### config.mk
export PLATFORM = sky130hd
export DESIGN_NAME = alarm_sched
export DESIGN_NICKNAME = d
export VERILOG_FILES = /design/src/rtl/alarm_pkg.sv /design/src/rtl/alarm_sched_sec_timer.sv /design/src/rtl/alarm_sched.sv
export SDC_FILE = /design/constraint.sdc
export NUM_CORES = 1
export LEC_CHECK = 0
export ABC_CLOCK_PERIOD_IN_PS = 4800
export CELL_PAD_IN_SITES_DETAIL_PLACEMENT = 0
export CELL_PAD_IN_SITES_GLOBAL_PLACEMENT = 1
export CORE_MARGIN = 2
export CORE_UTILIZATION = 30
export DETAILED_ROUTE_END_ITERATION = 6
export PLACE_DENSITY_LB_ADDON = 0.15
export SYNTH_ARGS = -nofsm -noshare
export SYNTH_HDL_FRONTEND = slang
export SYNTH_HIERARCHICAL = 1
export SYNTH_SLANG_ARGS = --single-unit
### constraint.sdc
create_clock -name Clk -period 4.8 [get_ports Clk]
set_input_delay 0.96 -clock Clk [delete_from_list [all_inputs] [get_ports Clk]]
set_output_delay 0.96 -clock Clk [all_outputs]
set_load 0.01 [all_outputs]
### src/rtl/alarm_pkg.sv
// Shared types and constants for the alarm sequencing controller.
// Holds the FSM state encoding, timer width and weekday constants.
package alarm_pkg;

  typedef enum logic [1:0] {
    IDLE   = 2'd0,
    RING   = 2'd1,
    SNOOZE = 2'd2
  } alarm_state_t;

  localparam int TICKS_PER_MIN = 60;
  localparam int CNT_W         = 10;

  localparam logic [2:0] MON = 3'd0;
  localparam logic [2:0] TUE = 3'd1;
  localparam logic [2:0] WED = 3'd2;
  localparam logic [2:0] THU = 3'd3;
  localparam logic [2:0] FRI = 3'd4;
  localparam logic [2:0] SAT = 3'd5;
  localparam logic [2:0] SUN = 3'd6;

  function automatic logic [CNT_W-1:0] min_to_sec(input int m);
    return CNT_W'(m * TICKS_PER_MIN);
  endfunction

endpackage

### src/rtl/alarm_sched_sec_timer.sv
// sec_timer: 10-bit Tick-driven seconds counter with clear, load and
// done flag. Ports: clk_i, rst_i (sync, high), tick_i, en_i, clr_i,
// load_i, load_val_i -> cnt_o, done_o (this Tick reaches TARGET).
module sec_timer
  import alarm_pkg::*;
#(
  parameter bit               COUNT_UP = 1'b1,
  parameter logic [CNT_W-1:0] TARGET   = '0
) (
  input  logic             clk_i,
  input  logic             rst_i,
  input  logic             tick_i,
  input  logic             en_i,
  input  logic             clr_i,
  input  logic             load_i,
  input  logic [CNT_W-1:0] load_val_i,
  output logic [CNT_W-1:0] cnt_o,
  output logic             done_o
);

  logic [CNT_W-1:0] cnt_q;
  logic [CNT_W-1:0] cnt_d;
  logic [CNT_W-1:0] cnt_step;
  logic             step;

  assign step     = tick_i & en_i;
  assign cnt_step = COUNT_UP ? cnt_q + 1'b1 : cnt_q - 1'b1;

  // Done flags the Tick that lands on TARGET, so the owner can change
  // state on the same edge the count gets there.
  assign done_o = step & (cnt_step == TARGET);
  assign cnt_o  = cnt_q;

  always_comb begin
    cnt_d = cnt_q;
    if (clr_i) begin
      cnt_d = '0;
    end else if (load_i) begin
      cnt_d = load_val_i;
    end else if (step) begin
      cnt_d = cnt_step;
    end
  end

  always_ff @(posedge clk_i) begin
    if (rst_i) begin
      cnt_q <= '0;
    end else begin
      cnt_q <= cnt_d;
    end
  end

endmodule

### src/rtl/alarm_sched.sv
// alarm_sched: decides when Buzz rings from current/alarm time, with
// weekday gating, snooze and ring auto-off. Inputs: Clk, Reset, Tick,
// Alarmon, Timeset, Alarmset, Snooze, Cur_*, Alm_*.
// Outputs: Buzz, State (0 idle/1 ring/2 snooze), Snooze_sec.
module alarm_sched
  import alarm_pkg::*;
#(
  parameter int         SNOOZE_MIN   = 9,
  parameter int         RING_MAX_MIN = 5,
  parameter logic [6:0] WEEKEND_MASK = 7'b1100000
) (
  input  logic       Clk,
  input  logic       Reset,
  input  logic       Tick,
  input  logic       Alarmon,
  input  logic       Timeset,
  input  logic       Alarmset,
  input  logic       Snooze,
  input  logic [4:0] Cur_hrs,
  input  logic [5:0] Cur_min,
  input  logic [5:0] Cur_sec,
  input  logic [2:0] Cur_day,
  input  logic [4:0] Alm_hrs,
  input  logic [5:0] Alm_min,
  output logic       Buzz,
  output logic [1:0] State,
  output logic [9:0] Snooze_sec
);

  localparam logic [CNT_W-1:0] SNZ_LEN  = min_to_sec(SNOOZE_MIN);
  localparam logic [CNT_W-1:0] RING_LEN = min_to_sec(RING_MAX_MIN);

  alarm_state_t state_q, state_d;
  logic         buzz_q;
  logic         match_q, snooze_q;

  logic match, trig, snz, cancel, day_ok;
  logic [7:0] day_sup;

  logic ring_en, ring_clr, ring_done;
  logic snz_en, snz_load, snz_clr, snz_done;
  logic [CNT_W-1:0] ring_cnt;
  logic [CNT_W-1:0] snz_cnt;

  // Day 7 is not a real day; the extra top bit suppresses it.
  assign day_sup = {1'b1, WEEKEND_MASK};
  assign day_ok  = ~day_sup[Cur_day];

  assign cancel = ~Alarmon | Timeset | Alarmset;

  assign match = ~cancel
               & (Cur_hrs == Alm_hrs)
               & (Cur_min == Alm_min)
               & (Cur_sec == 6'd0)
               & day_ok;

  assign trig = match & ~match_q;
  assign snz  = Snooze & ~snooze_q;

  // Timer enables are kept outside the FSM block so the done flags
  // never loop back through the next-state logic.
  assign ring_en = (state_q == RING) & ~cancel & ~snz;
  assign snz_en  = (state_q == SNOOZE) & ~cancel;

  sec_timer #(
    .COUNT_UP (1'b1),
    .TARGET   (RING_LEN)
  ) u_ring_tmr (
    .clk_i      (Clk),
    .rst_i      (Reset),
    .tick_i     (Tick),
    .en_i       (ring_en),
    .clr_i      (ring_clr),
    .load_i     (1'b0),
    .load_val_i ('0),
    .cnt_o      (ring_cnt),
    .done_o     (ring_done)
  );

  sec_timer #(
    .COUNT_UP (1'b0),
    .TARGET   ('0)
  ) u_snz_tmr (
    .clk_i      (Clk),
    .rst_i      (Reset),
    .tick_i     (Tick),
    .en_i       (snz_en),
    .clr_i      (snz_clr),
    .load_i     (snz_load),
    .load_val_i (SNZ_LEN),
    .cnt_o      (snz_cnt),
    .done_o     (snz_done)
  );

  always_comb begin
    state_d  = state_q;
    ring_clr = 1'b0;
    snz_load = 1'b0;
    snz_clr  = 1'b0;
    unique case (state_q)
      IDLE: begin
        if (trig) begin
          state_d  = RING;
          ring_clr = 1'b1;
        end
      end
      RING: begin
        if (cancel) begin
          state_d = IDLE;
        end else if (snz) begin
          state_d  = SNOOZE;
          snz_load = 1'b1;
        end else if (ring_done) begin
          state_d = IDLE;
        end
      end
      SNOOZE: begin
        if (cancel) begin
          state_d = IDLE;
          snz_clr = 1'b1;
        end else if (snz_done) begin
          state_d  = RING;
          ring_clr = 1'b1;
        end
      end
      default: begin
        state_d = IDLE;
        snz_clr = 1'b1;
      end
    endcase
  end

  // Edge detectors reset high so a level already present at reset
  // release is not mistaken for a fresh edge.
  always_ff @(posedge Clk) begin
    if (Reset) begin
      state_q  <= IDLE;
      buzz_q   <= 1'b0;
      match_q  <= 1'b1;
      snooze_q <= 1'b1;
    end else begin
      state_q  <= state_d;
      buzz_q   <= (state_d == RING);
      match_q  <= match;
      snooze_q <= Snooze;
    end
  end

  assign Buzz       = buzz_q;
  assign State      = state_q;
  assign Snooze_sec = snz_cnt;

  logic unused_ok;
  assign unused_ok = ^ring_cnt;

endmodule

# Word-level counts from Yosys, hierarchy flattened
# Memory sizes are Yosys's and may differ from the RTL's.
# Cells that the tools add are included.
# word_totals
reg_bits,25
romBits,8
inputBits,38
memories,1
# op_classes
addsub,2
order_cmp,1
n_eq_ne,6
muxes,19
bitwise_logic,21
reduce_logical,8
# mem_list
memory,depth,width,rd,rd_ports_with_merged_regs,wr,line_no,rtl
(name not given),8,1,1,0,0,alarm_sched.sv:47,assign day_ok = ~day_sup[Cur_day];
# op_table
cell,n
10-bit 2-to-1 mux,2
1-bit bitwise AND,13
2-bit 2-to-1 mux,6
10-bit by 1-bit adder with 10-bit output (second input constant),1
10-bit by 9-bit equality test with 1-bit output (second input constant),1
10-bit zero test,1
10-bit by 1-bit subtractor with 10-bit output (second input constant),1
1-bit 2-to-1 mux,8
6-bit equality test,1
6-bit zero test,1
1-bit inverter,6
2-bit one-hot mux with 3 select lines,1
2-bit OR reduction,3
5-bit equality test,1
2-bit by 1-bit equality test with 1-bit output (second input constant),2
3-bit by 4-bit < comparator with 1-bit output (second input constant),1
1-bit one-hot mux with 2 select lines,2
3-bit OR reduction,1
2-bit equality test (second input constant),1
2-bit zero test,1
1-bit bitwise OR,2
2-bit nonzero test,1

# Longest topological paths before layout
# depth
word_depth,13
depth_mapped,12

# Hierarchy
# The synthesis kept the hierarchy.
# modules_own_cells
mod,instances,cells_each,area_per_inst_um2,seq_area_each_um2
sec_timer (u_snz_tmr),1,87,696.9,200.2
sec_timer (u_ring_tmr),1,74,640.6,200.2
alarm_sched,1,48,391.6,100.1

# Worst setup path before layout
# Ideal clock, no wire load.
# synth_timing
path_type,input-to-reg
start,input Timeset
end,"register u_ring_tmr.cnt_q[1], in the netlist u_ring_tmr/cnt_o[1]"
setup_time_ns,0.115
t_arrival_ns,2.778
required_time_ns,4.685
slack_ns,1.907
path_stages,11
path_buffers,0
path_cell_list,or3b_4 -> nor2_1 -> and2_1 -> nand2_1 -> nor3_1 -> o211ai_1 -> a211oi_1 -> nand2_1 -> nand2_1 -> nor2_1 -> and2_1
# synth_rtl
element,line_no,rtl
from (decl),alarm_sched.sv:16,"input logic Timeset,"
1-bit bitwise OR (2 in a row),alarm_sched.sv:49,assign cancel = ~Alarmon | Timeset | Alarmset;
1-bit inverter,alarm_sched.sv:63,assign snz_en = (state_q == SNOOZE) & ~cancel;
1-bit bitwise AND,alarm_sched.sv:63,
named net snz_en,alarm_sched.sv:41,"logic snz_en, snz_load, snz_clr, snz_done;"
1-bit bitwise AND,alarm_sched_sec_timer.sv:26,assign step = tick_i & en_i;
1-bit bitwise AND,alarm_sched_sec_timer.sv:31,assign done_o = step & (cnt_step == TARGET);
named net snz_done,alarm_sched.sv:41,
1-bit 2-to-1 mux,alarm_sched.sv:121,end else if (snz_done) begin
1-bit 2-to-1 mux,alarm_sched.sv:118,if (cancel) begin
1-bit one-hot mux with 2 select lines,alarm_sched.sv:100,unique case (state_q)
named net ring_clr,alarm_sched.sv:40,"logic ring_en, ring_clr, ring_done;"
2-bit OR reduction (no source line),--,
to (signal assigned),alarm_sched_sec_timer.sv:49,cnt_q <= cnt_d;
to (decl),alarm_sched_sec_timer.sv:21,logic [CNT_W-1:0] cnt_q;
# The timed path passes the listed nets, and every way through them passes these cells.
# A chain may end at the register's enable or synchronous reset.

# Final worst setup path
# layout_timing
start,input Alarmon
end,"register u_ring_tmr.cnt_q[1], in the netlist u_ring_tmr/cnt_o[1]"
# layout_rtl
element,line_no,rtl
from (decl),alarm_sched.sv:15,"input logic Alarmon,"
1-bit inverter,alarm_sched.sv:49,
1-bit bitwise OR (2 in a row),alarm_sched.sv:49,
1-bit inverter,alarm_sched.sv:63,
1-bit bitwise AND,alarm_sched.sv:63,
named net snz_en,alarm_sched.sv:41,
1-bit bitwise AND,alarm_sched_sec_timer.sv:26,
1-bit bitwise AND,alarm_sched_sec_timer.sv:31,
named net snz_done,alarm_sched.sv:41,
1-bit 2-to-1 mux,alarm_sched.sv:121,
1-bit 2-to-1 mux,alarm_sched.sv:118,
1-bit one-hot mux with 2 select lines,alarm_sched.sv:100,
named net ring_clr,alarm_sched.sv:40,
2-bit OR reduction (no source line),--,
# The timed path passes the listed nets, and every way through them passes these cells.

==> flow_summary.toml <==
[flow_run]
drv_cap = 0

[grt]
grt_overflow = 0
grt_use_total = 0.145
grt_max_degree = 19
grt_antenna_before_repair = 0
grt_pass1_vias = 1568
grt_pass1_wl_um = 7290

[place]
portBuffers = 50
gp_congestion = 0.781
post-dp-hpwl_um = 3320

[timing]
hold_viol = 0
period_share = 0.726
finalCriticalPeriod_ps = 3480
rsz0062_at_grt = "false"
relSlewSlack = 0.643
clock_skew_ps = 3.86
holdWs_ps = 582
tightest_slew_ps = 533
fin_setup_tns_ps = 0
setup_viol = 0
maxSlewViolCount = 0
fmax_mhz = 287

[critical_path]
critPathBufInv = 1
worstRegToRegCells = 11
max_stage_delay_ps = 450
path_class = "in2reg"
arrival_ps = 3650
path_cells = "clkdlybuf4s50_1, or3b_4, nor2_1, and2_1, nand2_1, nor3_1, o211ai_1, a211oi_1, nand2_1, nand2_1, nor2_1, and2_1"
crit_required_ps = 4970
cpMaxStageDelayCell = "clkdlybuf4s50_1"
startpoint_type = "input pin"
cp_max_fo = 9
cp.depth = 12
cp-end-kind = "flop"
cp_top_family = "simple AND/OR/NAND/NOR gates"
cp_common_cell = "nand2_1"

[logic_synthesis]
ys_ff_latch = 25
synth_top_area_share = 0.289
syn_avg_cell_area_um2 = 8.27
ys_warn_count = 6
ys_async_sr_fraction = 0
synth_cells = 209
synth_area_leaders = "dfxtp_1, xnor2_1, a21oi_1"
ys_types = 55
yosysSeqAreaShare = 0.289
synth_ff_type = "dfxtp_1"
yosysMostFrequentCell = "dfxtp_1"
synth_area_leader_cell = "dfxtp_1"
synthesis.area_um2 = 1730
synth_edf_count = 0
synth_common_cells = "dfxtp_1, xnor2_1, nor2_1"

[power_and_ir_drop]
p_comb_frac = 0.165
leakagePower_nw = 0.868
power_density_nw_per_um2 = 172
p_sw_w = 0.0000991
seqPwrFrac = 0.535
pwr-share-clk = 0.300
p_sw_frac = 0.238
p_int_w = 0.000317
ir_drop_mv = 0.108

[floorplanning]
io_pins = 51
rows = 27
dieArea_um2 = 6390
core-area_um2 = 5540
start_util = 0.312
die_w_um = 79.9
die_h_um = 79.9

[detailed_routing]
ant_nets = 0
wl_per_cell_um = 11.7
dr.pass1.iters = 6
drcViolationCount = 0
drt_iter0_drc = 33
vias = 1579
wirelength_um = 4150
viasPerCell = 4.47

[cts]
path_clk_slew_ps = 90
clockRootBuffer = "clkbuf_8"
cts_max_path_buffers = 2
cts_tree = "yes"
cts.sinks = 25
cts.repair.resized = 0
cts_hold_buf = 0
htreeDepth = 1
insertion_delay_ps = 260
cts_made_buffers = 3
post_cts_buffers = 0

[layout]
antennaDiodeCount = 0
nNetsFinal = 324
syn_to_final_growth_pct = 40.1
fillers = 570
drive_gt1_frac = 0.0641

[hold_path]
worstHoldPathCells = 2
hp-class = "reg2reg"

[run_status]
status = "finished clean"
==> final timing paths <==
| check | from | to | slack, ps |
|---|---|---|---|
| max reg2reg | u_snz_tmr/cnt_o[0] | u_ring_tmr/cnt_o[4] | 2250 |
| max | Alarmon | u_ring_tmr/cnt_o[1] | 1320 |
| min | u_snz_tmr/cnt_o[2] | u_snz_tmr/cnt_o[2] | 580 |
| min reg2reg | u_snz_tmr/cnt_o[2] | u_snz_tmr/cnt_o[2] | 580 |
==> cells by family (layout without fill, tap and decap cells) <==
logic type | after synthesis | count (layout) | share of synthesized area
fa+ha+maj | 4 | 4 | 0.0289
xor+xnor | 30 | 30 | 0.152
simple gates | 80 | 80 | 0.280
mux | 1 | 1 | 0.00579
other cells | 2 | 25 | 0.00434
compound gates | 55 | 55 | 0.208
buf+inv | 12 | 61 | 0.0318
flops | 25 | 25 | 0.289
==> sequential cells by signal, indices dropped and copies added, names as in the netlist <==
signal	cells
State	2
u_snz_tmr/cnt_o	10
Buzz	1
snooze_q	1
match_q	1
u_ring_tmr/cnt_o	10
==> stage by stage <==
step	setup slack, ps	util	total power, W	area (um2)	std cells
floorplan	1910	-	0.000258	1820	232
global placement	1140	0.429	0.000295	2380	349
detailed placement	1020	0.429	0.000296	2380	349
CTS	1310	0.437	0.000424	2420	353
global route	1010	0.437	0.000444	2420	353
finish	1320	0.437	0.000416	2420	353
==> per-layer routing <==
metal	up-vias	track usage	share of wire	routed length [um]
met5	-	0	0	0
met4	0	0.0254	0.0055	23
met3	2	0.0294	0.025	105
met2	22	0.265	0.53	2180
met1	677	0.177	0.44	1830
li1	878	-	-	-
==> power by group through the flow <==
stage,registers [W],logic [W],clock network [W]
CTS,0.000223,0.0000686,0.000133
global route,0.000224,0.0000778,0.000142
finish,0.000223,0.0000685,0.000125
detailed placement,0.000228,0.0000683,0
floorplan,0.000225,0.0000325,0
global placement,0.000228,0.0000679,0
==> layout make-up <==
| cell class | count | area [um2] | share of cell area |
|---|---|---|---|
| inverter | 7 | 26.3 | 0.0108 |
| timing repair buffer | 50 | 500 | 0.207 |
| clock buffer | 4 | 45.0 | 0.0186 |
| sequential | 25 | 500 | 0.207 |
| tap | 72 | 90.1 | 0.0372 |
| multi-input combinational | 195 | 1260 | 0.520 |
==> cell usage in the layout, fill, tap and decap left out, drive strengths merged, types with 2 or more instances in the layout <==
cell            n
nand3           5
dfxtp          25
a31oi           3
nor4            5
nor2           17
or3b            3
clkdlybuf4s50  50
xor2            8
nand2b          3
o211ai          4
conb           25
o211a           2
a21oi          17
and2            2
o21ai          17
nor3           11
nand2          14
clkbuf          4
inv             7
ha              4
nand4           6
or2             4
a2111oi         2
xnor2          22
nor3b           3
or4             2
==> worst min-delay path, stage by stage (launching register included) <==
cell,delay [ps]
dfxtp_1,380
nand2_1,80
a31oi_1,80
Power figures use the tool's default switching activity.
